<file path="src/rtl/timer_counter_pkg.sv">
// Shared definitions for the memory-mapped down-counter: FSM encoding,
// register offsets, CTRL field positions and the bus byte-merge helper.
package timer_counter_pkg;

    typedef enum logic [1:0] {
        ST_IDLE = 2'd0,
        ST_LOAD = 2'd1,
        ST_CNT  = 2'd2,
        ST_INT  = 2'd3
    } state_t;

    localparam logic [1:0] OFF_CTRL   = 2'd0;
    localparam logic [1:0] OFF_PRESET = 2'd1;
    localparam logic [1:0] OFF_COUNT  = 2'd2;

    localparam int CTRL_EN      = 0;
    localparam int CTRL_MODE_LO = 1;
    localparam int CTRL_MODE_HI = 2;
    localparam int CTRL_IM      = 3;

    localparam logic [1:0] MODE_ONESHOT  = 2'b00;
    localparam logic [1:0] MODE_PERIODIC = 2'b01;

    // Replace only the byte lanes whose enable is set; also used by the data-memory model.
    function automatic logic [31:0] byte_merge(input logic [31:0] old_word,
                                               input logic [31:0] new_word,
                                               input logic [3:0]  byteen);
        logic [31:0] merged_s;
        merged_s = old_word;
        for (int i = 0; i < 4; i++) begin
            if (byteen[i]) begin
                merged_s[8*i +: 8] = new_word[8*i +: 8];
            end else begin
                merged_s[8*i +: 8] = old_word[8*i +: 8];
            end
        end
        return merged_s;
    endfunction

endpackage

</file>
<file path="src/rtl/timer_counter.sv">
// Memory-mapped down-counter with one-shot / periodic modes and a maskable
// interrupt; sits on the CPU data bus behind the bridge decode (sel).
module timer_counter
    import timer_counter_pkg::*;
#(
    parameter int DW = 32
) (
    input  logic          clk,
    input  logic          reset,
    input  logic          sel,
    input  logic [1:0]    addr,
    input  logic [3:0]    byteen,
    input  logic [DW-1:0] wdata,
    output logic [DW-1:0] rdata,
    output logic          irq
);

    state_t        state_r, state_nx_s;
    logic [3:0]    ctrl_r, ctrl_nx_s;
    logic [DW-1:0] preset_r, preset_nx_s;
    logic [DW-1:0] count_r, count_nx_s;
    logic          irq_flag_r, irq_flag_nx_s;
    logic          irq_r;
    logic          wr_ctrl_s, wr_preset_s;
    logic          irq_set_s, irq_clr_fsm_s, en_clr_s;
    logic [1:0]    mode_s;

    assign wr_ctrl_s   = sel && (|byteen) && (addr == OFF_CTRL);
    assign wr_preset_s = sel && (|byteen) && (addr == OFF_PRESET);
    assign mode_s      = ctrl_r[CTRL_MODE_HI:CTRL_MODE_LO];

    // Counter FSM: next state, next count and interrupt events.
    always_comb begin
        state_nx_s    = state_r;
        count_nx_s    = count_r;
        irq_set_s     = 1'b0;
        irq_clr_fsm_s = 1'b0;
        en_clr_s      = 1'b0;
        case (state_r)
            ST_IDLE: begin
                if (ctrl_r[CTRL_EN]) begin
                    state_nx_s = ST_LOAD;
                end else begin
                    state_nx_s = ST_IDLE;
                end
            end
            ST_LOAD: begin
                count_nx_s = preset_r;
                state_nx_s = ST_CNT;
            end
            ST_CNT: begin
                if (!ctrl_r[CTRL_EN]) begin
                    state_nx_s = ST_IDLE;
                end else if (count_r > 32'd1) begin
                    count_nx_s = count_r - 32'd1;
                end else begin
                    // Saturate at zero so PRESET of 0 or 1 still expires cleanly.
                    count_nx_s = 32'd0;
                    irq_set_s  = 1'b1;
                    state_nx_s = ST_INT;
                end
            end
            ST_INT: begin
                if (mode_s == MODE_PERIODIC) begin
                    irq_clr_fsm_s = 1'b1;
                end else begin
                    en_clr_s = 1'b1;
                end
                state_nx_s = ST_IDLE;
            end
            default: begin
                state_nx_s = ST_IDLE;
            end
        endcase
    end

    // Register-file next values; a CPU CTRL write overrides the one-shot EN clear.
    always_comb begin
        ctrl_nx_s   = ctrl_r;
        preset_nx_s = preset_r;
        if (wr_ctrl_s) begin
            if (byteen[0]) begin
                ctrl_nx_s = wdata[3:0];
            end else begin
                ctrl_nx_s = ctrl_r;
            end
        end else if (en_clr_s) begin
            ctrl_nx_s[CTRL_EN] = 1'b0;
        end else begin
            ctrl_nx_s = ctrl_r;
        end
        if (wr_preset_s) begin
            preset_nx_s = byte_merge(preset_r, wdata, byteen);
        end else begin
            preset_nx_s = preset_r;
        end
    end

    // Interrupt flag: expiry sets it, periodic wrap or software write clears it.
    always_comb begin
        if (irq_set_s) begin
            irq_flag_nx_s = 1'b1;
        end else if (irq_clr_fsm_s || wr_ctrl_s || wr_preset_s) begin
            irq_flag_nx_s = 1'b0;
        end else begin
            irq_flag_nx_s = irq_flag_r;
        end
    end

    // State, count, flag and registered interrupt output.
    always_ff @(posedge clk) begin
        if (reset) begin
            state_r    <= ST_IDLE;
            count_r    <= 32'd0;
            irq_flag_r <= 1'b0;
            irq_r      <= 1'b0;
        end else begin
            state_r    <= state_nx_s;
            count_r    <= count_nx_s;
            irq_flag_r <= irq_flag_nx_s;
            irq_r      <= irq_flag_nx_s & ctrl_nx_s[CTRL_IM];
        end
    end

    // CPU-visible register write block.
    always_ff @(posedge clk) begin
        if (reset) begin
            ctrl_r   <= 4'd0;
            preset_r <= 32'd0;
        end else begin
            ctrl_r   <= ctrl_nx_s;
            preset_r <= preset_nx_s;
        end
    end

    // Combinational read mux, independent of sel.
    always_comb begin
        case (addr)
            OFF_CTRL:   rdata = {28'd0, ctrl_r};
            OFF_PRESET: rdata = preset_r;
            OFF_COUNT:  rdata = count_r;
            default:    rdata = 32'd0;
        endcase
    end

    assign irq = irq_r;

endmodule

</file>
<file path="config.mk">
export PLATFORM = sky130hd
export DESIGN_NAME = timer_counter
export DESIGN_NICKNAME = d
export VERILOG_FILES = /design/src/rtl/timer_counter_pkg.sv /design/src/rtl/timer_counter.sv
export SDC_FILE = /design/constraint.sdc
export NUM_CORES = 1
export LEC_CHECK = 0
export ABC_AREA = 1
export CAP_MARGIN = 20
export CORE_MARGIN = 1
export CORE_UTILIZATION = 44
export DETAILED_ROUTE_END_ITERATION = 12
export PLACE_DENSITY = 0.72
export SYNTH_ARGS = -nofsm -noshare
export SYNTH_HDL_FRONTEND = slang
export SYNTH_SLANG_ARGS = --single-unit
</file>
<file path="constraint.sdc">
create_clock -name clk -period 2.4 [get_ports clk]
set_input_delay 0.6 -clock clk [delete_from_list [all_inputs] [get_ports clk]]
set_output_delay 0.6 -clock clk [all_outputs]
set_load 0.1 [all_outputs]
</file>
==> out/metrics.cfg <==
[critical_path]
worstPathMaxFanout=12
worst_path_required_ns=1.80
timing.critical_path.arrival_ns=1.75
timing.critical_path.to_type=output port
timing.setup.critical_path_class=in -> out
cp-start-kind=input port

[finish]
num-nets-final=747
ratio_of_cells_with_drive_above_1_in_the_final_layout_pct=25.4
insertedDiodeCount=0
fillCellCount=851
multi_input_comb_area_um2=2820
seq_area_um2=1440
flow.area_growth_from_synthesis_pct=44.9

[die]
die_width_um=101
fp-row-count=35
floorplan.die_area_um2=10300
design.core.area_um2=9370
io_pins=74
dieHeight_um=101
initial_utilization_pct=46.2

[sta]
final_skew_ns=0.0102
final_max_slew_viol_count=0
postLayoutSetupSlackWorst_ns=0.0470
max_freq_ghz=0.425
max-slew-margin-rel_pct=77.2
tightestPinTransition_ns=0.342
timing.final.crit_share_pct=98.0
post-route-min-period_ns=2.35
setup_tns_ns=0
timing.final.hold_violations=0
final_setup_violation_count=0

[logic_synthesis]
postSynthNetCount=668
synth_enable_flop_cells=0
synthesis.area_um2=4330
post_synth_inst_count=625
synthesis_warning_total=0
yosys_most_used_dff=sky130_fd_sc_hd__dfxtp_1
ys_seq_elements=72
yosys.cell_types.count=30
synth_area_per_cell_um2=6.93
synth_async_sr_flop_share_pct=0
synth.yosys.seq_area_share_pct=33.3

[clocking]
clock_tree.buffer_depth=2
cts_root_buffer=sky130_fd_sc_hd__clkbuf_8
path_clk_slew_ns=0.07
cts_buffers=9
tritoncts=yes
clock_insertion_delay_at_the_later_pin_of_the_skew_report_ns=0.36
cts_sinks=72
cts_max_level=3

[flow_run]
max_cap_viol_count=0

[detailed_routing]
postRouteWirelength_um=13700
avgRoutedWirePerCell_um=16.3
vias_per_cell=5.40
drt_iter0_drc=232
drt_pass1_iterations=7
routed-via-count=4528
drc_errors=0
remaining_antenna_violation_count=0

[global_routing]
number_of_antenna_violations_at_the_first_check_in_global_routing=0
globalRouteOverflowTotal=0
maximum_number_of_pins_on_one_net_before_global_route_repair=65
grt_pass1_vias=4489
track_usage_pct=28.8
grt_first_pass_wirelength_um=22600

[run_status]
status=complete, no violations

[power_and_ir_drop]
power.density_nw_per_um2=511
ir_worst_vdd_mv=0.332
total_leakage_power_nw=2.27

[place]
port_buffers=73
hpwlAfterDp_um=10100
place_ws_ns=-0.180
globalplace.congestion=0.929

[min_path]
holdCritPathClass=reg -> reg

==> layout make-up <==
type	count	area share [%]
multi-input cells	438	44.9
flip-flops and latches	72	23.0
repair buffers	96	20.9
inverters	87	5.24
well taps	129	2.57
clock buffers	13	2.37
clock inverters	3	1.04
==> critical path, stage by stage <==
cell	delay [ns]
sky130_fd_sc_hd__dlygate4sd2_1	0.26
sky130_fd_sc_hd__inv_2	0.08
sky130_fd_sc_hd__buf_4	0.12
sky130_fd_sc_hd__nand2_4	0.08
sky130_fd_sc_hd__buf_12	0.18
sky130_fd_sc_hd__o22ai_4	0.21
sky130_fd_sc_hd__buf_12	0.20
==> path summary, 6_finish.rpt <==
| path | depth (start not counted) | endpoint | startpoint | slack [ns] |
|---|---|---|---|---|
| min reg2reg | 2 | preset_r[0] | preset_r[0] | 0.49 |
| max reg2reg | 12 | count_r[11] | count_r[0] | 0.51 |
| max | 7 | rdata[28] | addr[0] | 0.05 |
| min | 2 | preset_r[0] | preset_r[0] | 0.49 |
==> routing by layer <==
metal / wire length (um) / global-route usage, % / vias up
li1: - / - / 2248
met1: 5780 / 33.6 / 2132
met4: 295 / 10.6 / 0
met2: 7040 / 52.5 / 121
met3: 570 / 4.90 / 27
met5: 0 / 0 / -
==> report_power, final <==
part           internal, mW  switching (mW)  leakage [nW]
clock network         0.614           0.474         0.108
logic                 0.307           0.551          1.58
registers              1.23          0.0304         0.583
==> layout by cell type (no fill, tap or decap), types with 7 or more instances in the layout <==
cell and n:
sky130_fd_sc_hd__nand3_1 15, sky130_fd_sc_hd__buf_4 17, sky130_fd_sc_hd__clkbuf_8 10, sky130_fd_sc_hd__o22ai_4 27, sky130_fd_sc_hd__clkdlybuf4s50_1 38, sky130_fd_sc_hd__inv_1 83, sky130_fd_sc_hd__nor2_1 59, sky130_fd_sc_hd__dfxtp_1 72
sky130_fd_sc_hd__nor2_2 7, sky130_fd_sc_hd__o21ai_0 101, sky130_fd_sc_hd__a21oi_2 26, sky130_fd_sc_hd__nand2_2 12, sky130_fd_sc_hd__a21oi_1 44, sky130_fd_sc_hd__nand2_1 87, sky130_fd_sc_hd__buf_12 38, sky130_fd_sc_hd__nand3_2 21
sky130_fd_sc_hd__o21ai_1 8
==> flip-flops by register name (all words and copies together) (netlist names) <==
| signal | cells |
|---|---|
| preset_r | 32 |
| state_r | 2 |
| irq | 1 |
| irq_flag_r | 1 |
| count_r | 32 |
| ctrl_r | 4 |
==> cell usage after synthesis, types with 2 or more instances <==
master / n / area share (%)
sky130_fd_sc_hd__nor2_2: 7 / 1.0
sky130_fd_sc_hd__o21ai_0: 101 / 12
sky130_fd_sc_hd__xor2_1: 6 / 1.2
sky130_fd_sc_hd__ha_1: 2 / 0.58
sky130_fd_sc_hd__dfxtp_1: 72 / 33
sky130_fd_sc_hd__nor2_1: 60 / 5.2
sky130_fd_sc_hd__o21ai_1: 8 / 0.92
sky130_fd_sc_hd__o22ai_1: 28 / 4.0
sky130_fd_sc_hd__inv_2: 2 / 0.17
sky130_fd_sc_hd__nor2_4: 5 / 1.3
sky130_fd_sc_hd__a21oi_1: 44 / 5.1
sky130_fd_sc_hd__nand2_1: 88 / 7.6
sky130_fd_sc_hd__inv_1: 84 / 7.3
sky130_fd_sc_hd__o211ai_1: 2 / 0.35
sky130_fd_sc_hd__nand2_2: 12 / 1.7
sky130_fd_sc_hd__clkbuf_1: 15 / 1.3
sky130_fd_sc_hd__buf_6: 4 / 1.0
sky130_fd_sc_hd__nand4_1: 6 / 0.87
sky130_fd_sc_hd__nand3_2: 21 / 4.8
sky130_fd_sc_hd__buf_2: 3 / 0.35
sky130_fd_sc_hd__o221ai_1: 4 / 0.81
sky130_fd_sc_hd__a21oi_2: 26 / 5.3
sky130_fd_sc_hd__buf_1: 4 / 0.35
sky130_fd_sc_hd__nand3_1: 15 / 1.7
==> logic make-up after synthesis <==
group | Yosys count | synth area share [%]
compound gates | 214 | 28.3
flops | 72 | 33.3
xor+xnor | 6 | 1.21
buf+inv | 115 | 11.4
simple gates | 216 | 25.3
fa+ha+maj | 2 | 0.577
==> repair_timing <==
item,CTS,global route
buffers inserted,2,1
hold buffers,0,0
resized for setup,8,3
gates cloned,1,0
pin swaps,1,1
setup endpoints to repair,32,9
==> per-stage QoR <==
step                      cell area [um2]  std cells  power (mW)  hold slack [ns]  utilization, %
after CTS                            6270        837        3.22            0.498            66.9
final                                6280        838        3.21            0.493            67.0
after floorplan                      4730        625        1.84            0.444               -
after global routing                 6280        838        3.36            0.527            67.0
after detailed placement             5990        818        2.13            0.485            63.9
after global placement               5990        818        2.11            0.484            63.9
(Power assumes the default switching activity.)
